--- config.mk ---
export PLATFORM = sky130hd
export DESIGN_NAME = egg_timer_ctrl
export DESIGN_NICKNAME = d
export VERILOG_FILES = /design/src/rtl/egg_timer_ctrl.sv
export SDC_FILE = /design/constraint.sdc
export NUM_CORES = 1
export LEC_CHECK = 0
export ABC_AREA = 1
export BUFFER_PORTS_ARGS = -buffer_cell sky130_fd_sc_hd__buf_2
export CAP_MARGIN = 20
export CORE_ASPECT_RATIO = 0.5
export CORE_UTILIZATION = 59
export CTS_CLUSTER_SIZE = 14
export DETAILED_ROUTE_END_ITERATION = 7
export PLACE_DENSITY = 0.83
export REMOVE_ABC_BUFFERS = 1
export SETUP_SLACK_MARGIN = 0.05
export SLEW_MARGIN = 20
export SYNTH_ARGS = -nofsm -noshare
export SYNTH_HDL_FRONTEND = slang
export SYNTH_SLANG_ARGS = --single-unit
--- constraint.sdc ---
create_clock -name clk -period 2.19 [get_ports clk]
set_input_delay 0.3285 -clock clk [delete_from_list [all_inputs] [get_ports clk]]
set_output_delay 0.3285 -clock clk [all_outputs]
set_load 0.02 [all_outputs]
--- src/rtl/egg_timer_ctrl.sv ---
// Egg timer controller: BCD set/countdown registers driven by a SET/RUN/PAUSE/ALARM FSM.
// The alarm returns to SET on its own after ALARM_TICKS seconds, or at once on start/clear.
module egg_timer_ctrl #(
    parameter int ALARM_TICKS = 30
) (
    input  logic       clk,
    input  logic       reset_n,
    input  logic       tick_1hz,
    input  logic       btn_start,
    input  logic       btn_clear,
    input  logic       btn_min,
    input  logic       btn_sec,
    output logic [3:0] min2_set,
    output logic [3:0] min1_set,
    output logic [3:0] sec2_set,
    output logic [3:0] sec1_set,
    output logic [3:0] min2_count,
    output logic [3:0] min1_count,
    output logic [3:0] sec2_count,
    output logic [3:0] sec1_count,
    output logic       select,
    output logic [1:0] state,
    output logic       alarm
);

    localparam int TW = $clog2(ALARM_TICKS + 1);

    typedef enum logic [1:0] {
        S_SET   = 2'b00,
        S_RUN   = 2'b01,
        S_PAUSE = 2'b10,
        S_ALARM = 2'b11
    } state_t;

    state_t        state_q, state_nxt;
    logic [TW-1:0] tick_cnt;

    logic          set_nz, at_one, alarm_done;
    logic [3:0]    dm2, dm1, ds2, ds1;

    assign set_nz     = |{min2_set, min1_set, sec2_set, sec1_set};
    assign at_one     = ({min2_count, min1_count, sec2_count, sec1_count} == 16'h0001);
    assign alarm_done = tick_1hz && (tick_cnt == TW'(ALARM_TICKS - 1));

    // One-second BCD borrow chain; seconds tens wrap to 5, never 9.
    always_comb begin
        dm2 = min2_count;
        dm1 = min1_count;
        ds2 = sec2_count;
        ds1 = sec1_count;
        if (sec1_count != 4'd0) begin
            ds1 = sec1_count - 4'd1;
        end else begin
            ds1 = 4'd9;
            if (sec2_count != 4'd0) begin
                ds2 = sec2_count - 4'd1;
            end else begin
                ds2 = 4'd5;
                if (min1_count != 4'd0) begin
                    dm1 = min1_count - 4'd1;
                end else begin
                    dm1 = 4'd9;
                    dm2 = min2_count - 4'd1;
                end
            end
        end
    end

    always_ff @(posedge clk or negedge reset_n) begin
        if (!reset_n) state_q <= S_SET;
        else          state_q <= state_nxt;
    end

    always_comb begin
        state_nxt = state_q;
        case (state_q)
            S_SET: begin
                if (!btn_clear && btn_start && set_nz) state_nxt = S_RUN;
            end
            S_RUN: begin
                if (btn_clear)              state_nxt = S_SET;
                else if (tick_1hz && at_one) state_nxt = S_ALARM;
                else if (btn_start)          state_nxt = S_PAUSE;
            end
            S_PAUSE: begin
                if (btn_clear)      state_nxt = S_SET;
                else if (btn_start) state_nxt = S_RUN;
            end
            S_ALARM: begin
                if (btn_start || btn_clear || alarm_done) state_nxt = S_SET;
            end
            default: state_nxt = S_SET;
        endcase
    end

    // Set value: only editable in SET; clear wins over any increment.
    always_ff @(posedge clk or negedge reset_n) begin
        if (!reset_n) begin
            {min2_set, min1_set, sec2_set, sec1_set} <= 16'h0000;
        end else if (state_q == S_SET) begin
            if (btn_clear) begin
                {min2_set, min1_set, sec2_set, sec1_set} <= 16'h0000;
            end else begin
                if (btn_min) begin
                    if (min1_set == 4'd9) begin
                        min1_set <= 4'd0;
                        min2_set <= (min2_set == 4'd9) ? 4'd0 : min2_set + 4'd1;
                    end else begin
                        min1_set <= min1_set + 4'd1;
                    end
                end
                if (btn_sec) begin
                    if (sec1_set == 4'd9) begin
                        sec1_set <= 4'd0;
                        sec2_set <= (sec2_set == 4'd5) ? 4'd0 : sec2_set + 4'd1;
                    end else begin
                        sec1_set <= sec1_set + 4'd1;
                    end
                end
            end
        end
    end

    always_ff @(posedge clk or negedge reset_n) begin
        if (!reset_n) begin
            {min2_count, min1_count, sec2_count, sec1_count} <= 16'h0000;
        end else begin
            case (state_q)
                S_SET: begin
                    if (!btn_clear && btn_start && set_nz)
                        {min2_count, min1_count, sec2_count, sec1_count} <=
                            {min2_set, min1_set, sec2_set, sec1_set};
                end
                S_RUN: begin
                    if (btn_clear)
                        {min2_count, min1_count, sec2_count, sec1_count} <= 16'h0000;
                    else if (tick_1hz)
                        {min2_count, min1_count, sec2_count, sec1_count} <= {dm2, dm1, ds2, ds1};
                end
                S_PAUSE: begin
                    if (btn_clear)
                        {min2_count, min1_count, sec2_count, sec1_count} <= 16'h0000;
                end
                S_ALARM: begin
                    if (btn_start || btn_clear)
                        {min2_count, min1_count, sec2_count, sec1_count} <= 16'h0000;
                end
                default: ;
            endcase
        end
    end

    // Counter runs only while in ALARM and is held at zero everywhere else,
    // so every entry into ALARM starts from zero.
    always_ff @(posedge clk or negedge reset_n) begin
        if (!reset_n)
            tick_cnt <= '0;
        else if (state_q != S_ALARM || state_nxt != S_ALARM)
            tick_cnt <= '0;
        else if (tick_1hz)
            tick_cnt <= tick_cnt + TW'(1);
    end

    assign state  = state_q;
    assign select = (state_q == S_SET);
    assign alarm  = (state_q == S_ALARM);

endmodule

# Word level (Yosys, flattened, before mapping)
# Cells that the tools add are included.
[word_totals]
elab_cells = 114
regBits = 39
[classes]
mux = 51
n_addsub = 9
reduce_logical = 26
n_eq_ne = 18
[op_table]
columns = ["op", "count"]
rows = [
  ["two-way mux 4 bit", 37],
  ["case mux 4 bit (4 select lines)", 4],
  ["adder 4 x 1 -> 4 bit, second input constant", 4],
  ["== test 16 x 1 -> 1 bit, second input constant", 1],
  ["OR reduction 16 bit", 1],
  ["subtractor 4 x 1 -> 4 bit, second input constant", 4],
  ["two-way mux 2 bit", 7],
  ["== test 4 bit, second input constant", 3],
  ["!= test 3 bit, second input constant", 4],
  ["nonzero test 4 bit", 3],
  ["two-way mux 5 bit", 2],
  ["nonzero test 2 bit", 5],
  ["case mux 2 bit (4 select lines)", 1],
  ["AND reduction 7 bit", 1],
  ["!= test 2 bit, second input constant", 3],
  ["AND reduction 3 bit", 2],
  ["AND reduction 6 bit", 1],
  ["adder 5 x 1 -> 5 bit, second input constant", 1],
  ["== test 5 bit, second input constant", 1],
  ["AND reduction 5 bit", 1],
  ["== test 2 bit, second input constant", 2],
  ["== test 4 x 3 -> 1 bit, second input constant", 1],
  ["logical AND 1 bit", 4],
  ["!= test 2 x 1 -> 1 bit, second input constant", 2],
  ["other kinds (6)", 9],
]

# Logic depth before layout (Yosys ltp)
# Gate-level depths: netlist (run 1).
[logic_depth]
word_depth = 8
mapped_depth = 13
mapped_depth_nobuf = 13

# Worst setup path before layout (run 1)
# Ideal clock, no wire load.
[synth_timing]
path_kind = "reg2reg"
startpoint = "register min1_set[0]"
endpoint = "register sec2_count[0]"
required_time_ns = 2.070
path_buffers = 1
setup_time_ns = 0.120
stages_incl_launch_ff = 14
setup_slack_ns = 0.552
period_less_slack_ns = 1.638
arrival_time_ns = 1.518
path_cell_list = "dfrtp_1 > inv_1 > ha_1 > nand2_1 > inv_1 > nand2_1 > nor2_1 > nand2_1 > nand2_1 > nand2_1 > nand2_2 > buf_6 > o21ai_1 > nand2_1"
[synth_via]
elab_chain_cells = 4
[synth_lines]
columns = ["item", "line", "text"]
rows = [
  ["from (decl)", "14", "output logic [3:0] min1_set,"],
  ["from (signal assigned)", "109", "min1_set <= min1_set + 4'd1;"],
  ["OR reduction 16 bit", "41", "assign set_nz = |{min2_set, min1_set, sec2_set, sec1_set};"],
  ["logical AND 1 bit", "130", "if (!btn_clear && btn_start && set_nz)"],
  ["!= test 2 x 1 -> 1 bit (no source line)", "-", ""],
  ["AND reduction 5 bit (no source line)", "-", ""],
  ["to (signal assigned)", "131", "{min2_count, min1_count, sec2_count, sec1_count} <="],
  ["to (signal assigned)", "138", "{min2_count, min1_count, sec2_count, sec1_count} <= {dm2, dm1, ds2, ds1};"],
  ["to (decl)", "19", "output logic [3:0] sec2_count,"],
]
# No other way between the ends.
# A chain may end at the register's enable or synchronous reset.

# Worst setup path after layout (run 1)
[layout_timing]
startpoint = "register state_q[0] (netlist: state[0])"
endpoint = "register sec2_count[2]"
[layout_via]
elab_chain_cells = 3
word_cells_on_any_way = 11
cone_classes = "eq/ne: 8; mux: 1; reduce/logical: 2"
[layout_lines]
columns = ["item", "line", "text"]
rows = [
  ["from (decl)", "35", "state_t state_q, state_nxt;"],
  ["from (signal assigned)", "71", "else state_q <= state_nxt;"],
  ["== test 2 x 1 -> 1 bit (tied with other cells)", "128", "case (state_q)"],
  ["!= test 3 bit (no source line) (tied with other cells)", "-", ""],
  ["AND reduction 5 bit (no source line)", "-", ""],
]
# Parallel ways exist; a longest one is shown, timed or not.

==> results of run 1 <==
## layout by cell type (no fill, tap or decap), types with 2 or more instances in the layout
cell type	instances
buf_4	2
a21oi_1	10
nor3_1	5
o22ai_1	8
dfrtp_1	39
buf_2	42
inv_1	41
nand4_1	11
o21ai_0	26
clkbuf_8	7
o21ai_1	8
nor4_1	3
a22oi_1	2
nand2_1	69
xor2_1	3
nor2_1	27
ha_1	13
nor2_2	3
xnor2_1	2
a31oi_1	3
nand3_1	21
inv_2	5
## sequential cells by signal (all words and copies together) (netlist names)
| signal | count |
|---|---|
| state | 2 |
| sec1_set | 4 |
| min2_count | 4 |
| min1_set | 4 |
| min2_set | 4 |
| sec2_set | 4 |
| tick_cnt | 5 |
| sec1_count | 4 |
| sec2_count | 4 |
| min1_count | 4 |
## per-stage QoR
step	std cells	instance area (sq um)	TNS [ns]
2_1_floorplan	309	2330	-0.0393
3_3_place_gp	404	2620	0
3_5_place_dp	404	2620	0
4_1_cts	412	2720	0
5_1_grt	412	2720	0
6_report	412	2720	0
## cells by family after synthesis
logic type / Yosys count / synth area share
buffers and inverters: 53 / 0.0921
DFF: 39 / 0.411
and+or+nand+nor: 143 / 0.266
AOI/OAI and AO/OA: 62 / 0.145
adders and majority gates: 13 / 0.0684
xor gates and xnor gates: 5 / 0.0184
## worst min path at each step
stage | end | slack (ns) | depth (start not counted)
final | min1_count[1] | 0.14 | 1
after global routing | min1_set[0] | 0.21 | 1
after CTS | min1_set[0] | 0.17 | 1
after detailed placement | min1_set[0] | 0.49 | 1
after global placement | min1_set[0] | 0.48 | 1
after floorplan | min1_count[0] | 0.03 | 0
## synthesized netlist by cell type, drive strengths merged
cell	count	share of area
nor4	3	0.0079
a21oi	10	0.021
nand4	11	0.029
xnor2	2	0.0074
buf	5	0.016
clkinv	1	0.0016
nor3	6	0.015
o31ai	1	0.0032
nor3b	1	0.0032
a31oi	3	0.0079
o21a	1	0.0032
nand3	21	0.044
xor2	3	0.011
o22ai	8	0.021
inv	46	0.073
nand2	70	0.11
ha	13	0.068
nor2	31	0.055
a22oi	2	0.0063
a211oi	1	0.0032
o21ai	34	0.072
dfrtp	39	0.41
clkbuf	1	0.0021
o41ai	1	0.0037
a41oi	1	0.0037
## power groups by stage
| stage | registers (mW) | logic [mW] | clock network (mW) |
|---|---|---|---|
| global placement | 1.21 | 1.89 | 0 |
| floorplan | 1.43 | 1.12 | 0 |
| global route | 1.25 | 2.21 | 0.581 |
| CTS | 1.21 | 1.98 | 0.548 |
| finish | 1.22 | 2.00 | 0.550 |
| detailed placement | 1.22 | 1.96 | 0 |
## final cells by class
| type | instances | share of cell area |
|---|---|---|
| Clock buffer | 8 | 0.0367 |
| Multi-Input combinational cell | 223 | 0.434 |
| Tap cell | 51 | 0.0234 |
| Sequential cell | 39 | 0.358 |
| Timing Repair Buffer | 44 | 0.0827 |
| Inverter | 47 | 0.0648 |
## metal layers
metal | up-vias | global-route usage | share of wire
li1 | 1137 | - | -
met1 | 1096 | 0.401 | 0.48
met2 | 85 | 0.510 | 0.45
met3 | 8 | 0.0680 | 0.065
met4 | 0 | 0.0719 | 0.010
met5 | - | 0 | 0
## critical path, delay by kind of cell, from the launching register on
kind	cells	cell delay, ns
AOI/OAI and AO/OA	1	0.09
DFF	1	0.43
and+or+nand+nor	7	1.14
buffers and inverters	1	0.10
==> impl_metrics.json, run 1 <==
{
  "yosysWarnings": 0,
  "p_sw_frac": 0.504,
  "status": "finished clean",
  "end_kind": "flip-flop",
  "fillers": 290,
  "cts_buffers": 5,
  "cp_data_arrival_time_ns": 2.08,
  "rr_endpoint": "sec2_count[2]",
  "seq_area_sq_um": 976,
  "multi_input_area_sq_um": 1180,
  "cp-startpoint": "state[0]",
  "p_sw_mw": 1.90,
  "drive_gt1_frac": 0.172,
  "internal-power_mw": 1.87,
  "slowest_delay_ns": 0.43,
  "num_vias": 2326,
  "relSlewSlack": 0.403,
  "tightest_slew_ns": 0.895,
  "cts.reportedPaths.clkPinSlew_ns": 0.08,
  "die_h_um": 46.9,
  "rsz0062_at_grt": "false",
  "netlist_area_sq_um": 2380,
  "clock_power_share": 0.146,
  "slowest_stage": "dfrtp_1",
  "grt_max_degree": 40,
  "synthCells": 315,
  "seq_power_share": 0.325,
  "num_antenna_cells": 0,
  "hold_path_class": "in2async",
  "p_leak_nw": 1.45,
  "power_frac_comb": 0.530,
  "drtIter0Drc": 162,
  "slew_viol_final": 0,
  "clk_latency_ns": 0.30,
  "gp_congestion": 0.864,
  "path_cells": "inv_2 -> nor2_2 -> nand2_1 -> nor2_1 -> nor3_2 -> nand2_2 -> nor2_2 -> nand2_1 -> o21ai_0",
  "viasPerCell": 5.65,
  "rows": 15,
  "peakVddDrop_mv": 0.745,
  "overflow": 0,
  "final_nets": 380,
  "drc": 0,
  "tritoncts": "yes",
  "io_pins": 43,
  "cts.path.max_buffers": 2,
  "detail-route-antenna-nets": 0,
  "required_ns": 2.40,
  "cts_resized": 0,
  "min_period_ns": 1.87,
  "area_growth_pct": 14.6,
  "worst_slack_ns": 0.320,
  "seq_area_frac_synth": 0.411,
  "fin_util": 0.748,
  "postCtsSetupBuffers": 0,
  "finalPower_mw": 3.77,
  "startpoint_type": "flip-flop",
  "post-place-ws_ns": 0.369,
  "r2r-start": "state[0]",
  "start_util": 0.653,
  "core_sq_um": 3640,
  "port_buffers": 42,
  "setup_viol": 0,
  "synth.avg_cell_area_sq_um": 7.55,
  "period_share": 0.854,
  "die_x_um": 91.8,
  "crit_fanout": 12,
  "clock_skew_ns": 0.00877,
  "drv_cap": 0,
  "cts.sinks": 39,
  "dpl.hpwl_um": 4450,
  "hold_viol": 0,
  "powerDensity_nw_per_um2": 1390,
  "htree_levels": 2,
  "grt_usage": 0.298,
  "endpoint": "sec2_count[2]",
  "hold_ws_ns": 0.139,
  "grt_pass1_vias": 2067,
  "yosys_register_bits": 39,
  "postCtsHoldBufs": 0,
  "root_buffer": "clkbuf_8",
  "reg2reg_depth": 9,
  "crit_type": "reg2reg",
  "fmax_ghz": 0.535,
  "wire_per_inst_um": 14.6,
  "grt_pass1_wl_um": 9630,
  "wl_um": 6020,
  "antenna_found_initial": 0,
  "drt_pre_antenna_iters": 5,
  "r2r_slack_ns": 0.32,
  "synthDistinctLibCells": 32,
  "die_area_sq_um": 4300
}
Note: power is estimated with default switching activity, not from simulation.
==> run 2: changes to the inputs <==
--- a/config.mk
+++ b/config.mk
@@ -5,14 +5,13 @@
 export SDC_FILE = /design/constraint.sdc
 export NUM_CORES = 1
 export LEC_CHECK = 0
-export ABC_AREA = 1
 export BUFFER_PORTS_ARGS = -buffer_cell sky130_fd_sc_hd__buf_2
 export CAP_MARGIN = 20
 export CORE_ASPECT_RATIO = 0.5
-export CORE_UTILIZATION = 59
+export CORE_UTILIZATION = 57
 export CTS_CLUSTER_SIZE = 14
 export DETAILED_ROUTE_END_ITERATION = 7
-export PLACE_DENSITY = 0.83
+export PLACE_DENSITY = 0.8
 export REMOVE_ABC_BUFFERS = 1
 export SETUP_SLACK_MARGIN = 0.05
 export SLEW_MARGIN = 20
==> constraint.sdc (replaced) <==
create_clock -name clk -period 1.9 [get_ports clk]
set_input_delay 0.285 -clock clk [delete_from_list [all_inputs] [get_ports clk]]
set_output_delay 0.285 -clock clk [all_outputs]
set_load 0.02 [all_outputs]
==> impl_metrics.json, run 2 <==
{
  "status": "complete, but fails checks",
  "violations": "DRC, setup timing",
  "final_cell_mix": "buf_4 (67), buf_2 (42), dfrtp_1 (37), inv_1 (17), nand2_1 (16)",
  "netlist_area_sq_um": 2610,
  "synth-edff-count": 0,
  "drt_pre_antenna_iters": 8,
  "hold_path_class": "in2async",
  "peakVddDrop_mv": 1.12,
  "drc": 6,
  "ys_top_cells_by_area": "dfrtp_1 (37%), ha_1 (6.2%), inv_1 (3.2%)",
  "mostFrequentLayoutCell": "buf_4",
  "rows": 16,
  "htree_levels": 2,
  "fin_util": 0.875,
  "grt_pass1_vias": 2796,
  "tightest_slew_ns": 0.523,
  "tritoncts": "yes",
  "die_h_um": 49.8,
  "synthCells": 272,
  "io_pins": 43,
  "period_share": 1.05,
  "seq_area_frac_synth": 0.374,
  "die_x_um": 97.6,
  "grt_usage": 0.392,
  "gp_congestion": 0.893,
  "fmax_ghz": 0.500,
  "required_ns": 2.09,
  "yosys_register_bits": 39,
  "die_area_sq_um": 4860,
  "core_sq_um": 4140,
  "clock_skew_ns": 0.00547,
  "powerDensity_nw_per_um2": 1700,
  "synth_top_area_frac": 0.374,
  "clk_latency_ns": 0.30,
  "cts.sinks": 39,
  "viasPerCell": 7.02,
  "drv_cap": 0,
  "synth.most_common_cell": "dfrtp_1",
  "wire_per_inst_um": 23.8,
  "worst_slack_ns": -0.100,
  "crit_fanout": 7,
  "synth_compound_area_frac": 0.223,
  "setup_viol": 11,
  "slew_viol_final": 0,
  "rsz0062_at_grt": "true",
  "cts.path.max_buffers": 2,
  "drtIter0Drc": 438,
  "start_util": 0.629,
  "synth_xor_area_frac": 0.0235,
  "fin_cells": 431,
  "synthDistinctLibCells": 61,
  "grt_pass1_wl_um": 14400,
  "drive_gt1_frac": 0.451,
  "root_buffer": "clkbuf_8",
  "overflow": 0,
  "post_synth_fa_ha_maj_area_fraction": 0.0624,
  "grt_max_degree": 40,
  "yosys.area_share.simple": 0.217,
  "largest_reg_flops": 5,
  "cts.reportedPaths.clkPinSlew_ns": 0.08,
  "hold_viol": 0,
  "port_buffers": 42,
  "max_flop_register": "tick_cnt",
  "crit_type": "reg2reg",
  "synthMuxAreaShare": 0.0307,
  "end_kind": "flip-flop",
  "yosysWarnings": 0,
  "synth_ff_type": "dfrtp_1",
  "synth.avg_cell_area_sq_um": 9.58,
  "synth_top_family_by_area": "compound AO/OA/AOI/OAI gates",
  "area_growth_pct": 39.1,
  "dpl.hpwl_um": 5330,
  "relSlewSlack": 0.651,
  "p_leak_nw": 1.76,
  "num_antenna_cells": 0,
  "async_flop_share": 1.00,
  "num_vias": 3026,
  "antenna_found_initial": 0,
  "detail-route-antenna-nets": 0,
  "yosys-top-cells-count": "dfrtp_1 (39), inv_1 (22), nand2_1 (18), o21ai_0 (15), nor2_1 (14)",
  "cp_data_arrival_time_ns": 2.19,
  "cts_buffers": 5,
  "final_nets": 396,
  "synth_top_area_cell": "dfrtp_1",
  "min_period_ns": 2.00,
  "dp_cells": 403,
  "startpoint_type": "flip-flop",
  "wl_um": 10300,
  "postCtsHoldBufs": 0
}
-- run 2: stage by stage --
step	power [mW]	instance area, sq um	setup TNS (ns)	setup slack (ns)	hold slack [ns]
6_report	6.17	3630	-0.543	-0.100	0.0398
4_1_cts	5.36	3470	0	0.0270	0.0632
3_3_place_gp	4.20	3170	-0.000190	-0.000190	0.364
3_5_place_dp	4.30	3170	-0.124	-0.0418	0.373
5_1_grt	6.33	3630	-1.10	-0.136	0.0974
2_1_floorplan	3.01	2510	-1.77	-0.225	-0.0106
-- run 2: kinds of logic after synthesis --
group / count (synthesis)
multiplexers: 7
AO/OA/AOI/OAI: 77
flip-flops: 39
adder cells (fa/ha/maj): 13
AND/OR/NAND/NOR: 91
buffers and inverters: 38
XOR/XNOR: 7
-- run 2: per-layer routing --
metal,vias up,share of wire,track usage
li1,1228,-,-
met1,1410,0.38,0.505
met2,291,0.43,0.647
met3,97,0.12,0.0823
met4,0,0.071,0.172
met5,-,0,0
-- run 2: layout make-up --
cell class,count,area (sq um)
Inverter,23,91.3
Tap cell,54,67.6
Sequential cell,39,978
Timing Repair Buffer,112,756
Clock buffer,6,82.6
Fill cell,190,518
Clock inverter,2,35.0
Multi-Input combinational cell,195,1620
-- run 2: path summary, 6_finish.rpt --
kind | slack [ns] | depth (start not counted) | to | start
worst max-delay path | -0.10 | 7 | min2_count[1] | sec2_set[1]
worst min register to register | 0.56 | 2 | tick_cnt[3] | tick_cnt[3]
worst max register to register | -0.10 | 7 | min2_count[1] | sec2_set[1]
max in group asynchronous | 1.48 | 2 | state[0] | reset_n
min in group clk | 0.30 | 2 | tick_cnt[1] | tick_1hz
worst min-delay path | 0.04 | 2 | tick_cnt[1] | reset_n
-- run 2: where the power goes --
group | internal, mW | switching [mW]
Sequential | 1.06 | 0.258
Clock | 0.425 | 0.320
Combinational | 1.79 | 2.32
-- run 2: critical path, stage by stage, from the launching register on --
cell and delay [ns]:
dfrtp_1 0.41, inv_2 0.10, ha_4 0.12, nor4bb_4 0.33, nand4_4 0.18, buf_6 0.19
o2111ai_4 0.23, mux2_4 0.33
-- run 2: what timing repair did --
item,in CTS,in global routing
pin swaps,6,11
buffers inserted,14,7
gates resized for setup,17,26
endpoints found under the setup margin,18,23
==> run 3: changes to the inputs <==
--- a/config.mk
+++ b/config.mk
@@ -12,6 +12,7 @@
 export CTS_CLUSTER_SIZE = 14
 export DETAILED_ROUTE_END_ITERATION = 7
 export PLACE_DENSITY = 0.8
+export RECOVER_POWER = 100
 export REMOVE_ABC_BUFFERS = 1
 export SETUP_SLACK_MARGIN = 0.05
 export SLEW_MARGIN = 20
==> impl_metrics.json, run 3 (synthesis gave the netlist of run 2 again) <==
{
  "hold_viol": 0,
  "tightest_slew_ns": 1.02,
  "drv_cap": 0,
  "rsz0062_at_grt": "true",
  "mostFrequentLayoutCell": "buf_4",
  "wl_um": 10200,
  "grt_pass1_vias": 2796,
  "cp_data_arrival_time_ns": 2.19,
  "num_vias": 3039,
  "start_util": 0.629,
  "viasPerCell": 7.05,
  "finalSetupTns_ns": -0.539,
  "port_buffers": 42,
  "die_x_um": 97.6,
  "area_growth_pct": 38.7,
  "fin_util": 0.873,
  "htree_levels": 2,
  "fmax_ghz": 0.499,
  "final_cell_mix": "buf_4 (66), dfrtp_1 (38), buf_2 (37), inv_1 (17), nand2_1 (16)",
  "relSlewSlack": 0.321,
  "drtIter0Drc": 376,
  "root_buffer": "clkbuf_8",
  "rows": 16,
  "min_period_ns": 2.00,
  "cts.reportedPaths.clkPinSlew_ns": 0.08,
  "core_sq_um": 4140,
  "violations": "DRC, setup timing",
  "grt_pass1_wl_um": 14400,
  "p_leak_nw": 1.74,
  "powerDensity_nw_per_um2": 1700,
  "wire_per_inst_um": 23.6,
  "dpl.hpwl_um": 5330,
  "grt_max_degree": 40,
  "cts.path.max_buffers": 2,
  "status": "complete, but fails checks",
  "tritoncts": "yes",
  "num_antenna_cells": 0,
  "drive_gt1_frac": 0.435,
  "reg2reg_depth": 6,
  "cts.sinks": 39,
  "hold_path_class": "in2async",
  "die_area_sq_um": 4860,
  "cts_buffers": 5,
  "antenna_found_initial": 0,
  "gp_congestion": 0.893,
  "detail-route-antenna-nets": 0,
  "largest_reg_flops": 5,
  "drt_pre_antenna_iters": 8,
  "startpoint_type": "flip-flop",
  "clk_latency_ns": 0.30,
  "crit_type": "reg2reg",
  "io_pins": 43,
  "peakVddDrop_mv": 1.12,
  "dp_cells": 403,
  "max_flop_register": "tick_cnt",
  "clock_skew_ns": 0.00586,
  "grt_usage": 0.392,
  "crit_fanout": 4,
  "r2r_slack_ns": -0.10,
  "setup_viol": 11,
  "period_share": 1.05,
  "slew_viol_final": 0,
  "fin_cells": 431,
  "final_nets": 396,
  "drc": 6,
  "end_kind": "flip-flop",
  "die_h_um": 49.8,
  "r2r-start": "sec2_set[1]",
  "rr_endpoint": "min1_count[1]",
  "worst_slack_ns": -0.104,
  "overflow": 0,
  "required_ns": 2.09
}
run 3: final cells by class:
| cell class | instances | area (sq um) |
|---|---|---|
| clock buffers | 6 | 82.6 |
| inverters | 23 | 91.3 |
| fillers | 195 | 528 |
| multi-input cells | 195 | 1620 |
| clock inverters | 2 | 35.0 |
| repair buffers | 112 | 747 |
| flip-flops and latches | 39 | 977 |
| well taps | 54 | 67.6 |
run 3: how the worst max path moves through the flow:
stage,startpoint,end,cells after the start
finish,sec2_set[1],min1_count[1],6
global placement,sec1_set[0],sec2_count[0],8
CTS,min1_set[0],min1_count[0],12
floorplan,sec2_set[0],min1_count[0],6
detailed placement,sec2_set[1],sec2_count[0],7
global route,sec2_set[1],min2_count[1],7
run 3: per-layer routing:
layer	vias to the layer above	share of wire	track usage
li1	1229	-	-
met1	1426	0.39	0.505
met2	292	0.44	0.647
met3	92	0.11	0.0823
met4	0	0.065	0.172
met5	-	0	0
run 3: critical path, cell delays in order (launching register included):
cell and delay (ns):
dfrtp_1 0.41, inv_2 0.10, ha_4 0.12, nor4bb_4 0.33, nand4_4 0.17, o211ai_2 0.36
mux2_2 0.39
run 3: power breakdown:
group	internal [mW]	total, mW	switching [mW]
clock	0.426	0.745	0.320
combinational	1.78	4.08	2.30
sequential	1.05	1.31	0.260
total	3.26	6.14	2.88
run 3: per-stage QoR:
stage	setup slack (ns)	power (mW)	hold WS, ns	instance area (sq um)
2_1_floorplan	-0.225	3.01	-0.0106	2510
3_3_place_gp	-0.000190	4.20	0.364	3170
3_5_place_dp	-0.0418	4.30	0.373	3170
4_1_cts	0.0270	5.36	0.0632	3470
5_1_grt	-0.136	6.32	0.318	3620
6_report	-0.104	6.14	0.231	3620
run 3: timing repair:
item,in CTS,in global routing
endpoints found under the setup margin,18,23
hold buffers,0,0
pin swaps,6,11
setup buffers,14,7
gates cloned,0,0
gates resized for setup,17,26
